$ cat src/rtl/rob_pkg.sv
// ---------------------------------------------------------------------------
// rob_pkg
//   Shared constants, state type and helper function for the reorder buffer
//   allocation / commit controller.
//
//   ROB_BANKS : lanes per row, one per storage bank
//   ROB_DEPTH : rows per bank
//   ROB_ROW_W : row index width
//   ROB_ID_W  : ROB id width, {wrap bit, row}
// ---------------------------------------------------------------------------
package rob_pkg;

  localparam int ROB_BANKS = 4;
  localparam int ROB_DEPTH = 128;
  localparam int ROB_ROW_W = 7;
  localparam int ROB_ID_W  = 8;

  // RUN is normal operation; FLUSH is the single cycle spent clearing the
  // ROB after an excepting lane reaches commit.
  typedef enum logic {
    RUN   = 1'b0,
    FLUSH = 1'b1
  } rob_state_e;

  // In-order prefix commit. Walking the banks from lane 0 upward, every
  // lane still pending at the head row (rem) commits only if it is ready,
  // has no exception, and nothing pending below it was held back. Lanes that
  // are not pending never block higher lanes.
  function automatic logic [ROB_BANKS-1:0] prefix_commit(
    input logic [ROB_BANKS-1:0] rem,
    input logic [ROB_BANKS-1:0] rdy,
    input logic [ROB_BANKS-1:0] exc
  );
    logic [ROB_BANKS-1:0] mask;
    logic                 blocked;
    mask    = '0;
    blocked = 1'b0;
    for (int i = 0; i < ROB_BANKS; i++) begin
      if (rem[i]) begin
        if (!blocked && rdy[i] && !exc[i]) begin
          mask[i] = 1'b1;
        end else begin
          blocked = 1'b1;
        end
      end
    end
    return mask;
  endfunction

endpackage

$ cat src/rtl/rob_commit_sel.sv
// ---------------------------------------------------------------------------
// rob_commit_sel
//   Purely combinational commit selector for the head row.
//
//   rem         : lanes of the head row still waiting to commit
//   rdy         : per-lane ready flags read at the head row
//   exc         : per-lane exception flags read at the head row
//   commit_mask : lanes that retire this cycle (in-order prefix)
//   exc_now     : oldest pending lane is ready and excepting
//   exc_bank    : bank index of the oldest pending lane
// ---------------------------------------------------------------------------
module rob_commit_sel
  import rob_pkg::*;
(
  input  logic [ROB_BANKS-1:0] rem,
  input  logic [ROB_BANKS-1:0] rdy,
  input  logic [ROB_BANKS-1:0] exc,
  output logic [ROB_BANKS-1:0] commit_mask,
  output logic                 exc_now,
  output logic [1:0]           exc_bank
);

  logic found;

  // The exception is only taken once it is the oldest pending lane, i.e.
  // every lane below it in the row has already retired. When that happens
  // nothing commits this cycle; the prefix function would already yield an
  // empty mask, the explicit gate just makes the intent obvious.
  always_comb begin
    exc_now  = 1'b0;
    exc_bank = '0;
    found    = 1'b0;
    for (int i = 0; i < ROB_BANKS; i++) begin
      if (rem[i] && !found) begin
        found    = 1'b1;
        exc_bank = 2'(i);
        exc_now  = rdy[i] & exc[i];
      end
    end
    commit_mask = exc_now ? '0 : prefix_commit(rem, rdy, exc);
  end

endmodule

$ cat src/rtl/rob_alloc_commit_ctrl.sv
// ---------------------------------------------------------------------------
// rob_alloc_commit_ctrl
//   Head/tail pointer and sequencing controller for the 4-bank ROB storage.
//   Grants one dispatch row per cycle, retires the head row lane by lane in
//   ascending bank order, and turns an excepting lane at the head into a
//   one-cycle flush that empties the ROB.
//
//   clk, rst     : clock, synchronous active-high reset
//   alloc_req    : dispatch group present
//   alloc_mask   : valid lanes of the dispatch group
//   alloc_gnt    : group accepted this cycle
//   alloc_row    : row written on grant (current tail)
//   alloc_id     : {tail wrap bit, tail}
//   head_row     : row presented to the storage read ports
//   head_valid   : valid field read at head_row
//   head_rdy     : rdy field read at head_row
//   head_exc     : exception field read at head_row
//   commit_mask  : lanes retiring this cycle (also clears their valid bits)
//   commit_row   : row being committed, same as head_row
//   exc_valid    : excepting lane reached commit (one-cycle pulse)
//   exc_bank     : bank of the excepting lane
//   exc_row      : row of the excepting lane
//   flush        : ROB flush pulse
//   count        : occupied rows
//   full, empty  : occupancy flags
// ---------------------------------------------------------------------------
module rob_alloc_commit_ctrl
  import rob_pkg::*;
#(
  parameter int BANKS = ROB_BANKS,
  parameter int DEPTH = ROB_DEPTH,
  parameter int ROW_W = ROB_ROW_W,
  parameter int ID_W  = ROB_ID_W
) (
  input  logic             clk,
  input  logic             rst,
  input  logic             alloc_req,
  input  logic [BANKS-1:0] alloc_mask,
  output logic             alloc_gnt,
  output logic [ROW_W-1:0] alloc_row,
  output logic [ID_W-1:0]  alloc_id,
  output logic [ROW_W-1:0] head_row,
  input  logic [BANKS-1:0] head_valid,
  input  logic [BANKS-1:0] head_rdy,
  input  logic [BANKS-1:0] head_exc,
  output logic [BANKS-1:0] commit_mask,
  output logic [ROW_W-1:0] commit_row,
  output logic             exc_valid,
  output logic [1:0]       exc_bank,
  output logic [ROW_W-1:0] exc_row,
  output logic             flush,
  output logic [ROW_W:0]   count,
  output logic             full,
  output logic             empty
);

  localparam int CNT_W = ROW_W + 1;

  rob_state_e       state_q, state_d;
  logic [ROW_W-1:0] head_q, head_d;
  logic [ROW_W-1:0] tail_q, tail_d;
  logic             head_wrap_q, head_wrap_d;
  logic             tail_wrap_q, tail_wrap_d;
  logic [CNT_W-1:0] count_q, count_d;
  logic [BANKS-1:0] done_mask_q, done_mask_d;

  logic [BANKS-1:0] rem;
  logic [BANKS-1:0] sel_mask;
  logic             sel_exc;
  logic [1:0]       sel_bank;
  logic             is_full;
  logic             is_empty;
  logic             active;
  logic             exc_now;
  logic             retire;
  logic             gnt;

  assign is_full  = (count_q == CNT_W'(DEPTH));
  assign is_empty = (count_q == '0);

  // Lanes of the head row that are valid but were not retired in an
  // earlier cycle of a partially committed row.
  assign rem = head_valid & ~done_mask_q;

  rob_commit_sel u_commit_sel (
    .rem         (rem),
    .rdy         (head_rdy),
    .exc         (head_exc),
    .commit_mask (sel_mask),
    .exc_now     (sel_exc),
    .exc_bank    (sel_bank)
  );

  // Commit decisions are only meaningful while running with something at
  // the head; otherwise the head_* inputs are ignored entirely.
  always_comb begin
    active  = ~rst & (state_q == RUN) & ~is_empty;
    exc_now = active & sel_exc;
    retire  = active & ~sel_exc & ((rem & ~sel_mask) == '0);
    gnt     = ~rst & alloc_req & (|alloc_mask) & ~is_full
            & (state_q == RUN) & ~exc_now;
  end

  // Next-state logic. A flush cycle returns every pointer to zero no matter
  // what else is requested. Grant and retire are independent so the tail
  // and head can both move in one cycle, leaving the count unchanged.
  always_comb begin
    state_d     = state_q;
    head_d      = head_q;
    tail_d      = tail_q;
    head_wrap_d = head_wrap_q;
    tail_wrap_d = tail_wrap_q;
    count_d     = count_q;
    done_mask_d = done_mask_q;

    if (state_q == FLUSH) begin
      state_d     = RUN;
      head_d      = '0;
      tail_d      = '0;
      head_wrap_d = 1'b0;
      tail_wrap_d = 1'b0;
      count_d     = '0;
      done_mask_d = '0;
    end else begin
      if (gnt) begin
        tail_d = tail_q + ROW_W'(1);
        if (tail_q == ROW_W'(DEPTH - 1)) begin
          tail_wrap_d = ~tail_wrap_q;
        end
      end

      if (retire) begin
        head_d      = head_q + ROW_W'(1);
        done_mask_d = '0;
        if (head_q == ROW_W'(DEPTH - 1)) begin
          head_wrap_d = ~head_wrap_q;
        end
      end else if (active) begin
        done_mask_d = done_mask_q | sel_mask;
      end

      if (gnt && !retire) begin
        count_d = count_q + CNT_W'(1);
      end else if (retire && !gnt) begin
        count_d = count_q - CNT_W'(1);
      end

      if (exc_now) begin
        state_d = FLUSH;
      end
    end
  end

  // State register with synchronous reset; reset also abandons a flush or
  // a partially committed row.
  always_ff @(posedge clk) begin
    if (rst) begin
      state_q     <= RUN;
      head_q      <= '0;
      tail_q      <= '0;
      head_wrap_q <= 1'b0;
      tail_wrap_q <= 1'b0;
      count_q     <= '0;
      done_mask_q <= '0;
    end else begin
      state_q     <= state_d;
      head_q      <= head_d;
      tail_q      <= tail_d;
      head_wrap_q <= head_wrap_d;
      tail_wrap_q <= tail_wrap_d;
      count_q     <= count_d;
      done_mask_q <= done_mask_d;
    end
  end

  // Output drive. Exception fields are held at zero outside the pulse so
  // downstream logic never sees stale bank/row values.
  always_comb begin
    alloc_gnt   = gnt;
    alloc_row   = tail_q;
    alloc_id    = {tail_wrap_q, tail_q};
    head_row    = head_q;
    commit_row  = head_q;
    commit_mask = (active & ~sel_exc) ? sel_mask : '0;
    exc_valid   = exc_now;
    exc_bank    = exc_now ? sel_bank : 2'd0;
    exc_row     = exc_now ? head_q : '0;
    flush       = ~rst & (state_q == FLUSH);
    count       = count_q;
    full        = is_full;
    empty       = is_empty;
  end

endmodule
$ cat config.mk
export PLATFORM = sky130hd
export DESIGN_NAME = rob_alloc_commit_ctrl
export DESIGN_NICKNAME = d
export VERILOG_FILES = /design/src/rtl/rob_pkg.sv /design/src/rtl/rob_commit_sel.sv /design/src/rtl/rob_alloc_commit_ctrl.sv
export SDC_FILE = /design/constraint.sdc
export NUM_CORES = 1
export LEC_CHECK = 0
export ABC_AREA = 1
export CAP_MARGIN = 20
export CORE_MARGIN = 4
export CORE_UTILIZATION = 46
export DETAILED_ROUTE_END_ITERATION = 10
export MAX_ROUTING_LAYER = met4
export PLACE_DENSITY = 0.92
export SYNTH_ARGS = -nofsm -noshare
export SYNTH_HDL_FRONTEND = slang
export SYNTH_HIERARCHICAL = 1
export SYNTH_SLANG_ARGS = --single-unit
$ cat constraint.sdc
create_clock -name clk -period 3.9 [get_ports clk]
set_input_delay 0.78 -clock clk [delete_from_list [all_inputs] [get_ports clk]]
set_output_delay 0.78 -clock clk [all_outputs]
set_load 0.01 [all_outputs]
# Word-level counts from Yosys, hierarchy flattened
# Cells that the tools add are included.
# op_classes
mul,0
bitwise_logic,27
n_eq_ne,2
n_reduce_logical,31
n_mux,31
shifts,0
div,0
magnitude_cmp,0
addsub,4
# ops
cell,count
$mux 1,23
$mux 8,2
$and 1x1->1,15
$add 7x1->7 const B,2
$logic_and 1x1->1,12
$logic_not 1->1,12
$add 8x1->8 const B,1
$and 4x4->4,2
$eq 8x8->1 const B,1
$logic_not 8->1,1
$mux 4,2
$not 4->4,2
$sub 8x1->8 const B,1
$eq 7x7->1 const B,1
$mux 7,1
$not 1->1,7
$mux 2,3
$logic_not 4->1,1
$or 4x4->4,1
$reduce_or 4->1,1
$reduce_or 3->1,1
$reduce_and 2->1,1
$reduce_bool 2->1,1
$reduce_or 2->1,1
# totals
rom_bits,0
ram_bits,0
elab_cells,101
memories,0
ff_bits,28
inputBits,19
latchBits,0

# Longest topological paths before layout
# Gate-level depths: netlist of the first run.
# logic_depth
ltp_word,27
depth_mapped,24
ltp_nobuf,24

# By module
# The synthesis of the first run kept the hierarchy.
# by_module_without_submodules
module,cells_each,area_per_inst_um2,seq_area_each_um2,n_inst
rob_alloc_commit_ctrl,310,2024.4,560.5,1
rob_commit_sel,37,161.4,0.0,1

# Least setup slack after synthesis of the first run
# OpenSTA, ideal clock, no wires.
# synth_path
kind,input port to flip-flop
start,input port head_valid[0]
end,register count_q[5] (netlist: count[5])
path_slack_ns,0.649
n_path_buf,0
setup_time_ns,0.109
path_stages,22
arrival_time_ns,3.142
required_time_ns,3.791
path_cell_list,inv_1 > nor2_1 > inv_2 > nand2_2 > nor2_1 > nor2_1 > nand3_1 > inv_1 > nand2_1 > nor2_4 > nand2_4 > ha_1 > inv_1 > ha_1 > a21oi_1 > nand2_1 > nand3_1 > nand2_1 > nand2_1 > nand3_1 > nand2_1 > inv_1
# synth_between
word_cells_on_any_way,51
# synth_rtl
item,line,rtl
start: declaration,rob_alloc_commit_ctrl.sv:43,"input logic [BANKS-1:0] head_valid,"
$and 4x4->4 *,rob_alloc_commit_ctrl.sv:83,assign rem = head_valid & ~done_mask_q;
via rem[0],rob_alloc_commit_ctrl.sv:67,logic [BANKS-1:0] rem;
$mux 1,rob_commit_sel.sv:34,if (rem[i] && !found) begin
$logic_not 1->1,rob_commit_sel.sv:34,
$logic_and 1x1->1,rob_commit_sel.sv:34,
$mux 1,rob_commit_sel.sv:34,
$logic_not 1->1,rob_commit_sel.sv:34,
$logic_and 1x1->1,rob_commit_sel.sv:34,
[4 not listed],-,
via sel_exc,rob_alloc_commit_ctrl.sv:69,logic sel_exc;
$mux 4,rob_commit_sel.sv:40,"commit_mask = exc_now ? '0 : prefix_commit(rem, rdy, exc);"
$not 4->4,rob_alloc_commit_ctrl.sv:99,retire = active & ~sel_exc & ((rem & ~sel_mask) == '0);
$and 4x4->4,rob_alloc_commit_ctrl.sv:99,
$logic_not 4->1,rob_alloc_commit_ctrl.sv:99,
$and 1x1->1,rob_alloc_commit_ctrl.sv:99,
$logic_not 1->1,rob_alloc_commit_ctrl.sv:142,if (gnt && !retire) begin
$logic_and 1x1->1,rob_alloc_commit_ctrl.sv:142,
$mux 8 / $reduce_bool 2->1 (equally long branches),-,
end signal: assignment,rob_alloc_commit_ctrl.sv:171,count_q <= count_d;
end: declaration,rob_alloc_commit_ctrl.sv:64,"logic [CNT_W-1:0] count_q, count_d;"
# The timed path passes the listed nets; every way through them passes the cells marked *.
# A chain may end at the register's enable or synchronous reset.

# Worst setup path after layout of the first run
# layout_path
start,input port head_valid[1]
end,output port exc_row[4]
# layout_between
elab_chain_len,11
word_cells_on_any_way,13
# layout_rtl
item,line,rtl
$and 4x4->4 *,rob_alloc_commit_ctrl.sv:83,
via rem[1],rob_alloc_commit_ctrl.sv:67,
$logic_and 1x1->1 *,rob_commit_sel.sv:34,
$mux 1,rob_commit_sel.sv:34,
$logic_not 1->1,rob_commit_sel.sv:34,
$logic_and 1x1->1,rob_commit_sel.sv:34,
$mux 1,rob_commit_sel.sv:34,
$logic_not 1->1,rob_commit_sel.sv:34,
$logic_and 1x1->1,rob_commit_sel.sv:34,
$mux 1 *,rob_commit_sel.sv:34,
via sel_exc,rob_alloc_commit_ctrl.sv:69,
$and 1x1->1 *,rob_alloc_commit_ctrl.sv:98,exc_now = active & sel_exc;
$mux 7 *,rob_alloc_commit_ctrl.sv:187,exc_row = exc_now ? head_q : '0;
end: declaration,rob_alloc_commit_ctrl.sv:50,"output logic [ROW_W-1:0] exc_row,"
# Marked as above.

==> results of run 1 <==
==> final timing paths <==
path,depth (start not counted),from,slack (ns),end
setup / recovery,11,head_valid[1],0.16,exc_row[4]
hold / removal,2,done_mask_q[2],0.46,done_mask_q[2]
hold reg to reg,2,done_mask_q[2],0.46,done_mask_q[2]
setup reg to reg,21,done_mask_q[1],0.91,count[7]
==> final cells by class <==
type	instances	area [um2]	area share (%)
timing repair buffer	80	783	26.4
clock buffer	3	41.3	1.39
multi-input combinational	233	1230	41.6
sequential	28	561	18.9
inverter	66	250	8.44
clock inverter	1	30.0	1.01
tap	52	65.1	2.20
==> placed cells by master, fill, tap and decap left out, drive strengths merged <==
| cell type | count |
|---|---|
| a21o | 1 |
| xnor2 | 3 |
| buf | 7 |
| a21oi | 21 |
| clkdlybuf4s50 | 73 |
| o211ai | 1 |
| nor2 | 56 |
| inv | 66 |
| nor3 | 2 |
| nand3 | 39 |
| nand2 | 76 |
| ha | 10 |
| nand4 | 6 |
| bufinv | 1 |
| clkbuf | 3 |
| dfxtp | 28 |
| fa | 1 |
| o21ai | 11 |
| xor2 | 6 |
==> sequential cells by signal (all words and copies together), names as in the netlist <==
register     count
done_mask_q      4
tail_wrap_q      1
count            8
state_q          1
commit_row       7
alloc_row        7
==> stage by stage <==
step                area (um2)  std cells
floorplan                 2190        347
global placement          2890        459
detailed placement        2890        459
CTS                       2960        463
global route              2960        463
finish                    2960        463
==> worst max-delay path, delay by kind of cell <==
| kind | cells | cell delay (ns) |
|---|---|---|
| buffers and inverters | 4 | 1.22 |
| AND/OR/NAND/NOR | 7 | 0.94 |
==> cells by family after synthesis <==
| kind of cell | share of synthesized area [%] |
|---|---|
| simple gates | 37.7 |
| xor+xnor | 3.61 |
| compound gates | 8.19 |
| flops | 25.6 |
| fa+ha+maj | 6.64 |
| buf+inv | 18.3 |
==> what timing repair did <==
| action | 4_1_cts | 5_1_grt |
|---|---|---|
| setup endpoints to repair | 0 | 10 |
| resized for setup | 0 | 2 |
| setup buffers | 0 | 0 |
==> power groups by stage <==
stage	clock (mW)	combinational (mW)	sequential [mW]
2_1_floorplan	0	0.261	0.337
3_3_place_gp	0	0.384	0.335
3_5_place_dp	0	0.393	0.335
4_1_cts	0.237	0.399	0.329
5_1_grt	0.243	0.446	0.332
6_report	0.234	0.400	0.329
==> layer usage <==
| layer | GRT usage [%] | up-vias | share of wire [%] |
|---|---|---|---|
| met5 | - | - | 0 |
| li1 | - | 1191 | - |
| met1 | 23.4 | 1041 | 44 |
| met3 | 3.28 | 8 | 5.9 |
| met2 | 34.8 | 92 | 49 |
| met4 | 5.98 | 0 | 1.2 |
==> impl_metrics.ini, run 1 <==
[run_status]
outcome = finished, final reports clean

[global_route]
grt_pass1_vias = 2220
grt_pass1_wl_mm = 9.71
antenna_found_initial = 0
grt-ovfl-total = 0
grtUsageTotal_pct = 19.9
grt_max_degree = 17

[timing]
setup_viol = 0
hold_ws_ns = 0.457
final.min_clock_period_ns = 3.74
final.setup.worst_slack_ns = 0.157
min_period_over_period_pct = 96.0
worst_slew_pin_slew_ns = 0.376
finalHoldViolCount = 0
fmax_ghz = 0.267
setup_tns_ns = 0
rsz0062_at_grt = false
finalClockSkew_ns = 0.00718
slew_viol_final = 0
maxSlewHeadroom_pct = 74.8

[route]
routedWlPerCell_um = 12.4
routed_wl_mm = 5.73
drc = 0
ant_nets = 0
drtIter0Drc = 116
drt-vias-per-instance = 5.04
firstDrtPassIters = 6
dr_total_vias = 2332

[floorplanning]
die_w_um = 76.9
start_util_pct = 48.9
io_pins = 74
die_area_um2 = 5920
dieHeight_um = 76.9
core_um2 = 4470
rows = 24

[power]
clkPwrFrac_pct = 24.3
intPower_mw = 0.613
comb_power_share_pct = 41.6
p_total_mw = 0.963
p_leak_nw = 1.35
swShare_pct = 36.4
power.density_nw_per_um2 = 325
power_frac_seq_pct = 34.1
vdd_ir_drop_max_mv = 0.285
switching_power_mw = 0.350

[logic_synthesis]
synth_top_area_share_pct = 25.6
synth_edf_count = 0
synthCells = 347
synth_cell_types = 29
yosys-top-cells-count = 70 x nand2_1, 61 x inv_1, 47 x nor2_1
async_reset_ff_share_pct = 0
synth_warnings = 6
synth_top_flop_cell = dfxtp_1
synth.most_common_cell = nand2_1
ys_ff_latch = 28
yosysTopAreaCell = dfxtp_1
synth_nets = 377
syn_area_per_cell_um2 = 6.30
yosysSeqAreaShare_pct = 25.6
yosys-top-cells-area = dfxtp_1 26%, nand2_1 12%, inv_1 10%, nand3_1 8.5%, nor2_1 8.1%
netlist_area_um2 = 2190

[critical_path]
cpPeakStageDelay_ns = 0.54
critPathKind = input pin to primary output
cp_cell_sequence = clkdlybuf4s50_1, inv_1, nor2_1, nand2_2, nor2_1, nor2_1, nand3_1, nand3_4, buf_4, nor2_1, clkdlybuf4s50_1
path_max_fanout = 7
crit_top_cell = nor2_1
crit_required_ns = 3.12
end_kind = primary output
crit_path_start_kind = input pin
cp.arrival_ns = 2.96
cp_slowest_cell = clkdlybuf4s50_1

[finish]
final_util_pct = 66.2
fillers = 390
fin_nets = 442
diodes = 0
layout-drive-gt1-share_pct = 8.52
area_growth_pct = 35.6

[place]
dpl_worst_slack_ns = -0.0696
globalplace.congestion = 0.990
dp_hpwl_mm = 4.41
io_buffers = 73

[clock_network]
cts_tree = built
clk_path_buf_depth = 2
hold_buffers = 0
clk_pin_slew_worst_paths_ns = 0.10
h-tree-depth = 1
cts_sinks = 28
root_buffer = clkbuf_8
numCtsBuffers = 3
clk_latency_ns = 0.28

[job]
max_cap_viol_count = 0

[worst_hold_path]
hold_path_class = flop to flop
No activity file was read; power rests on OpenSTA's default activity.
==> inputs of run 2 (changes only) <==
--- a/config.mk
+++ b/config.mk
@@ -11,7 +11,7 @@
 export CORE_UTILIZATION = 46
 export DETAILED_ROUTE_END_ITERATION = 10
 export MAX_ROUTING_LAYER = met4
-export PLACE_DENSITY = 0.92
+export PLACE_DENSITY_LB_ADDON = 0.2
 export SYNTH_ARGS = -nofsm -noshare
 export SYNTH_HDL_FRONTEND = slang
 export SYNTH_HIERARCHICAL = 1
==> run 2 against run 1 <==
Compared with the run above: count of clock-buffer cells in the layout unchanged; highest routed layer unchanged; via count down 2.1%; sequential cell count unchanged; clock power about the same; wire length down 5.0%; non-clock buffer count unchanged; sequential share of layout area about the same; die area unchanged; first-iteration DRC count up 6.0%; final cell count unchanged.
==> impl_metrics.ini, run 2 (same netlist as run 1, synthesis figures left out) <==
[clock_network]
hold_buffers = 0
numCtsBuffers = 3
h-tree-depth = 1
post-cts-setup-buffers = 0
clk_path_buf_depth = 2
clk_pin_slew_worst_paths_ns = 0.10
root_buffer = clkbuf_8
clk_latency_ns = 0.28
cts_resized = 0
cts_sinks = 28
cts_tree = built

[timing]
rsz0062_at_grt = false
hold_ws_ns = 0.458
finalHoldViolCount = 0
maxSlewHeadroom_pct = 74.0
setup_viol = 0
min_period_over_period_pct = 94.1
fmax_ghz = 0.272
final.min_clock_period_ns = 3.67
worst_slew_pin_slew_ns = 0.388
slew_viol_final = 0
finalClockSkew_ns = 0.00411

[finish]
fin_nets = 442
final_util_pct = 66.2
fin_cells = 463
final_cell_mix = 73 x clkdlybuf4s50_1, 70 x nand2_1, 61 x inv_1
fillers = 428
largest_register_ffs = 8
area_growth_pct = 35.5
diodes = 0
layout-drive-gt1-share_pct = 8.76
multi_input_area_um2 = 1230
final-seq-area_um2 = 561
final_common_cell = clkdlybuf4s50_1
final_area_um2 = 2960

[power]
p_leak_nw = 1.34
vdd_ir_drop_max_mv = 0.199
p_total_mw = 0.956
power.density_nw_per_um2 = 323

[place]
dp.cells = 459
dp_hpwl_mm = 4.23
placed_area_um2 = 2890
io_buffers = 73
globalplace.congestion = 0.937

[critical_path]
crit_start = head_valid[1]
cpPeakStageDelay_ns = 0.55
path_max_fanout = 12
cp_slowest_cell = clkdlybuf4s50_1
crit_path_start_kind = input pin
regToRegSetupSlack_ns = 0.96
crit_required_ns = 3.12
worstRegToRegCells = 19
crit_top_cell = clkdlybuf4s50_1
worstReg2RegEnd = count[5]
crit_family = buffers and inverters
r2r_start = done_mask_q[1]
end_kind = primary output
cp_cell_sequence = clkdlybuf4s50_1, inv_1, nor2_1, nor2_2, nand4_1, nand3_1, nand3_4, nand2_4, inv_2, clkdlybuf4s50_1
critPathKind = input pin to primary output
cp_num_buf_inv = 4
cp.arrival_ns = 2.89

[floorplanning]
rows = 24
die_area_um2 = 5920
io_pins = 74
core_um2 = 4470
dieHeight_um = 76.9
start_util_pct = 48.9
die_w_um = 76.9

[run_status]
outcome = finished, final reports clean

[worst_hold_path]
hold_path_class = flop to flop
whs_path_depth = 2
min_from = done_mask_q[1]
min_to = done_mask_q[1]

[route]
drtIter0Drc = 123
firstDrtPassIters = 4
drt-vias-per-instance = 4.93
drc = 0
top_layer_used = met4
routedWlPerCell_um = 11.8
wl_met1_mm = 2.52
dr_total_vias = 2283
wl_met3_um = 364
ant_nets = 0
dr_wl_met2_mm = 2.53
routed_wl_mm = 5.45

[global_route]
grtUsageTotal_pct = 18.6
grt_max_degree = 17
grt_pass1_wl_mm = 9.07
grt-ovfl-total = 0
antenna_found_initial = 0
grt_pass1_vias = 2061

[job]
max_cap_viol_count = 0
[run 2: cell count changes in the layout (fill, tap and decap cells not counted)]
cell    previous run  this run
nor2_2             5         7
nor2_1            46        45
nor2_4             5         4
[run 2: worst max-delay path by stage]
stage                      endpoint  slack (ns)  depth (start not counted)
after floorplan            count[5]        0.65                         22
after global placement     count[5]        0.13                         21
after detailed placement   count[5]      -0.002                         23
after CTS                 alloc_gnt        0.17                         12
after global routing       count[7]      0.0005                         21
final                     alloc_gnt        0.23                         10
[run 2: metrics by stage]
| stage | setup WS, ns | TNS (ns) |
|---|---|---|
| global placement | 0.128 | 0 |
| global route | 0.000508 | 0 |
| CTS | 0.173 | 0 |
| detailed placement | -0.00159 | -0.00159 |
| floorplan | 0.649 | 0 |
| finish | 0.228 | 0 |
[run 2: tightest hold or removal path: cells and delay by family, from the launching register on]
kind                   cells  cell delay [ns]
flip-flops                 1             0.33
buffers and inverters      1             0.05
AO/OA/AOI/OAI              1             0.05
[run 2: cell type report]
type                       count  area share, %
multi-input combinational    233           41.6
timing repair buffer          80           26.4
sequential                    28           18.9
inverter                      66           8.45
tap                           52           2.20
clock buffer                   3           1.39
clock inverter                 1           1.01
[run 2: report_power, final]
group	internal [mW]	switching (mW)
registers	0.304	0.0245
logic	0.171	0.223
clock network	0.138	0.0963
total	0.612	0.343
[run 2: per-layer routing]
layer  track usage [%]  vias to the layer above
li1                  -                     1185
met2              31.4                       81
met5                 -                        -
met4              3.99                        0
met1              22.8                     1011
met3              3.98                        6
